--- config.mk ---
export PLATFORM = sky130hd
export DESIGN_NAME = modulo_gerenciador_rolhas_param
export DESIGN_NICKNAME = d
export VERILOG_FILES = /design/src/rtl/modulo_gerenciador_rolhas_param.sv
export SDC_FILE = /design/constraint.sdc
export NUM_CORES = 1
export LEC_CHECK = 0
export ABC_AREA = 0
export BUFFER_PORTS_ARGS = -buffer_cell sky130_fd_sc_hd__buf_2
export CORE_MARGIN = 3
export CORE_UTILIZATION = 40
export CTS_CLUSTER_DIAMETER = 200
export DETAILED_ROUTE_END_ITERATION = 12
export PLACE_DENSITY_LB_ADDON = 0.15
export SYNTH_ARGS = -nofsm -noshare
export SYNTH_HDL_FRONTEND = slang
export SYNTH_SLANG_ARGS = --single-unit
--- constraint.sdc ---
create_clock -name clk -period 4.42 [get_ports clk]
set_input_delay 1.105 -clock clk [delete_from_list [all_inputs] [get_ports clk]]
set_output_delay 1.105 -clock clk [all_outputs]
set_load 0.1 [all_outputs]
--- src/rtl/modulo_gerenciador_rolhas_param.sv ---
// modulo_gerenciador_rolhas_param: cork reservoir/feeder manager; in: clk rst enable cap_pulse op_valid op_qty; out: op_ack op_reject reservoir feeder ro low_stock cap_err busy state
module modulo_gerenciador_rolhas_param #(
  parameter int RES_W    = 7,
  parameter int RES_MAX  = 99,
  parameter int RES_INIT = 20,
  parameter int FEED_W   = 5,
  parameter int FEED_MAX = 20,
  parameter int FEED_MIN = 5,
  parameter int BATCH    = 15
) (
  input  logic              clk,
  input  logic              rst,
  input  logic              enable,
  input  logic              cap_pulse,
  input  logic              op_valid,
  input  logic [RES_W-1:0]  op_qty,
  output logic              op_ack,
  output logic              op_reject,
  output logic [RES_W-1:0]  reservoir,
  output logic [FEED_W-1:0] feeder,
  output logic              ro,
  output logic              low_stock,
  output logic              cap_err,
  output logic              busy,
  output logic [1:0]        state
);
  typedef enum logic [1:0] {IDLE = 2'b00, TRANSFER = 2'b01, LOAD = 2'b10} state_t;
  localparam logic [RES_W-1:0] R_INIT = RES_W'(RES_INIT);
  state_t st, st_n;
  logic [FEED_W-1:0] batch_cnt, feed_n;
  logic [RES_W-1:0] res_n;
  logic [RES_W:0] sum;
  logic move, ack_n, rej_n, err_n;
  assign sum = {1'b0, reservoir} + {1'b0, op_qty};
  assign move = st == TRANSFER && enable && reservoir != '0 && int'(feeder) < FEED_MAX;
  assign feed_n = move ? (cap_pulse ? feeder : feeder + FEED_W'(1))
                : (cap_pulse && feeder != '0) ? feeder - FEED_W'(1) : feeder;
  assign err_n = cap_pulse && feeder == '0 && !move;
  assign ro = feeder == '0;
  assign low_stock = int'(reservoir) < BATCH;
  assign busy = st == TRANSFER;
  assign state = st;
  always_comb begin
    st_n = st;
    res_n = reservoir;
    ack_n = 1'b0;
    rej_n = 1'b0;
    unique case (st)
      IDLE: st_n = op_valid ? LOAD
                 : (enable && int'(feeder) < FEED_MIN && reservoir != '0) ? TRANSFER : IDLE;
      TRANSFER: begin
        res_n = move ? reservoir - RES_W'(1) : reservoir;
        st_n = (!move || int'(batch_cnt) + 1 >= BATCH || reservoir == RES_W'(1)
                || int'(feed_n) == FEED_MAX) ? IDLE : TRANSFER;
      end
      LOAD: begin
        ack_n = int'(sum) <= RES_MAX;
        rej_n = !ack_n;
        res_n = ack_n ? sum[RES_W-1:0] : reservoir;
        st_n = IDLE;
      end
      default: st_n = IDLE;
    endcase
  end
  always_ff @(posedge clk) begin
    if (rst) begin
      st <= IDLE;
      reservoir <= R_INIT;
      feeder <= '0;
      batch_cnt <= '0;
      op_ack <= 1'b0;
      op_reject <= 1'b0;
      cap_err <= 1'b0;
    end else begin
      st <= st_n;
      reservoir <= res_n;
      feeder <= feed_n;
      batch_cnt <= (st == IDLE) ? '0 : batch_cnt + FEED_W'(move);
      op_ack <= ack_n;
      op_reject <= rej_n;
      cap_err <= err_n;
    end
  end
endmodule

# Yosys cells after proc, flatten, opt, wreduce, memory -nomap -nowiden

Index checks and enable logic that the tools add are counted.

Flip-flop bits (word level): 22

$add $sub $neg: 6
Reduce and logical (&&, ||, !) cells: 21
Eq/ne operators: 6
$lt $le $gt $ge: 5
Mux-type cells: 10
Bitwise logic cells: 1

Operators with widths:

| cell                                                               | number |
|---|---|
| two-way mux 5 bit                                                  | 3 |
| two-way mux 7 bit                                                  | 2 |
| case mux 7 bit (2 select lines)                                    | 1 |
| adder 7 x 7 -> 8 bit                                               | 1 |
| less-or-equal comparator 8 x 7 -> 1 bit (second input constant)    | 1 |
| logical AND 1 bit                                                  | 8 |
| equality test 7 x 1 -> 1 bit (second input constant)               | 1 |
| < comparator 7 x 4 -> 1 bit (second input constant)                | 1 |
| nonzero test 7 bit                                                 | 1 |
| subtractor 7 x 1 -> 7 bit (second input constant)                  | 1 |
| adder 5 x 1 -> 6 bit (second input constant)                       | 1 |
| greater-or-equal comparator 6 x 4 -> 1 bit (second input constant) | 1 |
| adder 5 x 1 -> 5 bit                                               | 1 |
| adder 5 x 1 -> 5 bit (second input constant)                       | 1 |
| equality test 5 bit (second input constant)                        | 1 |
| zero test 5 bit                                                    | 1 |
| < comparator 5 x 3 -> 1 bit (second input constant)                | 1 |
| < comparator 5 bit (second input constant)                         | 1 |
| nonzero test 5 bit                                                 | 1 |
| subtractor 5 x 1 -> 5 bit (second input constant)                  | 1 |
| case mux 2 bit (2 select lines)                                    | 1 |
| OR reduction 2 bit                                                 | 2 |
| logical OR 1 bit                                                   | 3 |
| AND reduction 3 bit                                                | 1 |
| other kinds (10)                                                   | 12 |

# Depth between registers and ports, before layout

Depth in word-level cells: 10
Depth in mapped cells: 10
Mapped depth without buffers: 9

# Least setup slack after synthesis

No wires, ideal clock.

Path kind: reg-to-reg
Start: reg st[0] (netlist: state[0])
End: reg batch_cnt[4]
Buffers on the path: 1
Slack: 634 ps
Cell stages (with the launch flop): 10
Clock period less this slack: 3,786 ps
Arrival: 3,708 ps
Path through: dfxtp_1 > ha_1 > inv_1 > a2111oi_2 > clkbuf_1 > ha_1 > ha_1 > nand3_1 > xor2_1 > nor3_1

Cells in the longest elaborated chain, start to end: 5

RTL lines:

| item                           | RTL line | source |
|---|---|---|
| start: declaration             | 29       | `state_t st, st_n;` |
| start signal: assignment       | 75       | `st <= st_n;` |
| equality test 2 x 1 -> 1 bit   | n/a      |  |
| via busy                       | 24       | `output logic busy,` |
| logical AND 1 bit (3 in a row) | 35       | `assign move = st == TRANSFER && enable && reservoir != '0 && int'(feeder) < FEED_MAX;` |
| adder 5 x 1 -> 5 bit           | 78       | `batch_cnt <= (st == IDLE) ? '0 : batch_cnt + FEED_W'(move);` |
| end signal: assignment         | 78       |  |
| end: declaration               | 30       | `logic [FEED_W-1:0] batch_cnt, feed_n;` |

The timed path passes the listed nets, and every way through them passes these cells.
A chain may end at the register's enable or synchronous reset.

# Worst setup path in the final report

Start: reg feeder[0]
End: out ro

Cells in the longest elaborated chain, start to end: 1

RTL lines:

| item                     | RTL line | source |
|---|---|---|
| start: declaration       | 20       | `output logic [FEED_W-1:0] feeder,` |
| start signal: assignment | 77       | `feeder <= feed_n;` |
| zero test 5 bit          | 39       | `assign ro = feeder == '0;` |
| end: declaration         | 21       | `output logic ro,` |

No other way between the ends.

==> summary.txt <==
CTS
  – Clock latency on the worst-skew pair: 0.26 ns
  – CTS root buffer: clkbuf_8
  – Post-CTS Setup Inserts: 0
  – CTS Sinks: 22
  – # resized after CTS: 0
  – Worst-path clk slew: 0.08 ns
  – Clock buffers created by TritonCTS: 3
  – CTS tree: built
  – CTS Buffer Depth: 2
  – CTS H-Tree Depth: 1
  – Hold_buf cts: 0

STA
  – Slew Limit Fails: 0
  – Final period util: 74.7%
  – Final Skew: 0.00574 ns
  – Number of setup violations in the final report: 0
  – Least-Margin Pin Slew: 0.794 ns
  – Rel. slew slack: 47.1%
  – Achievable Freq: 0.303 GHz
  – Hold Violations, Final: 0
  – Crit path time final: 3.30 ns
  – RSZ-0062 raised after global routing: false
  – Setup TNS: 0 ns

Detailed routing
  – Routed WL: 4370 um
  – Initial DRC Count: 130
  – Pre-antenna DRT Iters: 4
  – DRC viols: 0
  – Routed vias: 1740
  – Post-route ant nets: 0
  – Routed len/inst: 14.6 um
  – Via/cell ratio: 5.80

Global routing
  – Number of global-route vias before repair: 1560
  – Aggregate global routing overflow: 0
  – Global-route wire length before repair: 7390 um
  – Initial antenna violation count: 0
  – Largest net degree at the start of global routing: 27
  – GRT Overall Usage: 17.1%

Power and ir drop
  – Pwr/cell area: 572 nW/um^2
  – Static leakage: 0.858 nW
  – Peak supply drop: 798 uV

Synthesis
  – Syn_nets: 251
  – Primary FF master, synth: dfxtp_1
  – Ys async rst share: 0%
  – Sequential-to-total area share from yosys stat: 24.5%
  – Synth cell types: 52
  – Mapped Cells: 222
  – Syn Area/Cell: 8.10 um^2
  – Post-synth EDFFs: 0
  – Yosys reg bits: 22
  – Number of synthesis warnings: 0
  – Post-Syn Area: 1800 um^2

Run
  – Max Cap Viol: 0

Worst setup path
  – Critical path class: reg2out
  – Critical path data arrival time: 2.20 ns
  – Crit. End Element: output pin
  – Critical Path RT: 3.31 ns
  – Crit Path Max Fanout: 8
  – Reg2Reg Setup Slack: 1.53 ns
  – Critical Path Start Type: flip-flop

Status
  – Status: finished clean

Floorplanning
  – IO Count: 32
  – Die X: 73.1 um
  – Initial Utilization: 43.1%
  – Full die area: 5340 um^2
  – Row cnt: 23
  – Die Height: 73.1 um
  – Core Area: 4170 um^2

Cells and area
  – Layout cells sized above 1: 16.0%
  – Commonest non-fill, non-tap cell in the layout: buf_2
  – Area Growth Syn to Fin: 14.2%
  – Non-Filler Instances: 300
  – Antenna Cells: 0
  – Most frequent cells in the layout: buf_2 (31), dfxtp_1 (22), a21oi_1 (19)
  – Layout Nets: 280

Placed design
  – Placer Congestion: 0.824
  – Post-DP HPWL: 3270 um
  – I/O Buffers: 31
  – Placed Instances: 296

Hold path
  – Worst Hold Class: reg2reg
==> worst paths after layout <==
| kind | start | endpoint | cells after the start |
|---|---|---|---|
| setup / recovery | feeder[0]$_SDFF_PP0_ | ro | 5 |
| hold / removal | reservoir[6]$_SDFFE_PP0P_ | reservoir[6]$_SDFFE_PP0P_ | 2 |
| setup reg to reg | reservoir[0]$_SDFFE_PP0P_ | reservoir[6]$_SDFFE_PP0P_ | 9 |
| hold reg to reg | reservoir[6]$_SDFFE_PP0P_ | reservoir[6]$_SDFFE_PP0P_ | 2 |
==> state kept, by name (all words and copies together), names as in the netlist <==
register,cells
batch_cnt,5
state,2
op_ack,1
feeder,5
op_reject,1
reservoir,7
cap_err,1
==> logic make-up (layout without fill, tap and decap cells) <==
group,after synthesis,after routing,share of synthesized area (%)
xor gates and xnor gates,5,5,2.43
buffers and inverters,23,51,5.63
muxes,4,4,2.23
AOI/OAI and AO/OA,68,68,27.4
and+or+nand+nor,83,83,25.6
adders and majority gates,17,17,12.2
DFF,22,22,24.5
==> synth_stat cells, types with 4 or more instances <==
master,count,area share [%]
o41ai_1,4,1.9
nand2_1,8,1.7
nor2_1,18,3.8
a21oi_1,19,5.3
inv_1,14,2.9
a21o_1,5,2.1
nor3_1,8,2.2
nand2b_1,6,2.1
dfxtp_1,22,24
nor2b_1,9,3.1
nor3b_1,5,2.1
nand3_1,9,2.5
a211oi_1,4,1.7
o21a_1,4,1.7
mux2i_1,4,2.2
clkbuf_1,6,1.3
ha_1,16,11
nand4_1,4,1.4
==> power breakdown <==
group | internal, mW | switching, mW | total [mW]
Clock | 0.121 | 0.0673 | 0.188
Combinational | 0.187 | 0.520 | 0.708
Sequential | 0.228 | 0.0524 | 0.280
Total | 0.536 | 0.640 | 1.18
==> critical path, cell delays in order, from the launching register on <==
cell and delay (ns):
dfxtp_1 0.40, inv_1 0.15, ha_1 0.18, or4b_2 0.66, inv_1 0.13, buf_2 0.43
==> metal layers <==
layer  GRT usage, %  vias up  wire length, um
li1               -      905                -
met1           27.0      792             2390
met2           23.5       41             1780
met3           3.44        2              192
met4           3.07        0               16
met5              0        -                0
==> through the flow <==
step | area [um^2] | hold slack (ns) | utilization, % | setup WS, ns | total power [mW]
after floorplan | 1800 | 0.528 | - | 0.634 | 0.867
after global placement | 1980 | 0.500 | 47.5 | 0.922 | 0.987
after detailed placement | 1980 | 0.502 | 47.5 | 0.882 | 0.987
after CTS | 2050 | 0.515 | 49.2 | 1.13 | 1.18
after global routing | 2050 | 0.564 | 49.2 | 0.983 | 1.26
final | 2050 | 0.514 | 49.2 | 1.12 | 1.18
==> final cells by class <==
| class | count | area [um^2] |
|---|---|---|
| clock buffers | 3 | 41.3 |
| clock inverters | 1 | 30.0 |
| fillers | 422 | 2120 |
| inverters | 14 | 52.6 |
| multi-input cells | 177 | 1260 |
| flip-flops and latches | 22 | 440 |
| well taps | 50 | 62.6 |
| repair buffers | 33 | 170 |
Power figures use the tool's default switching activity.
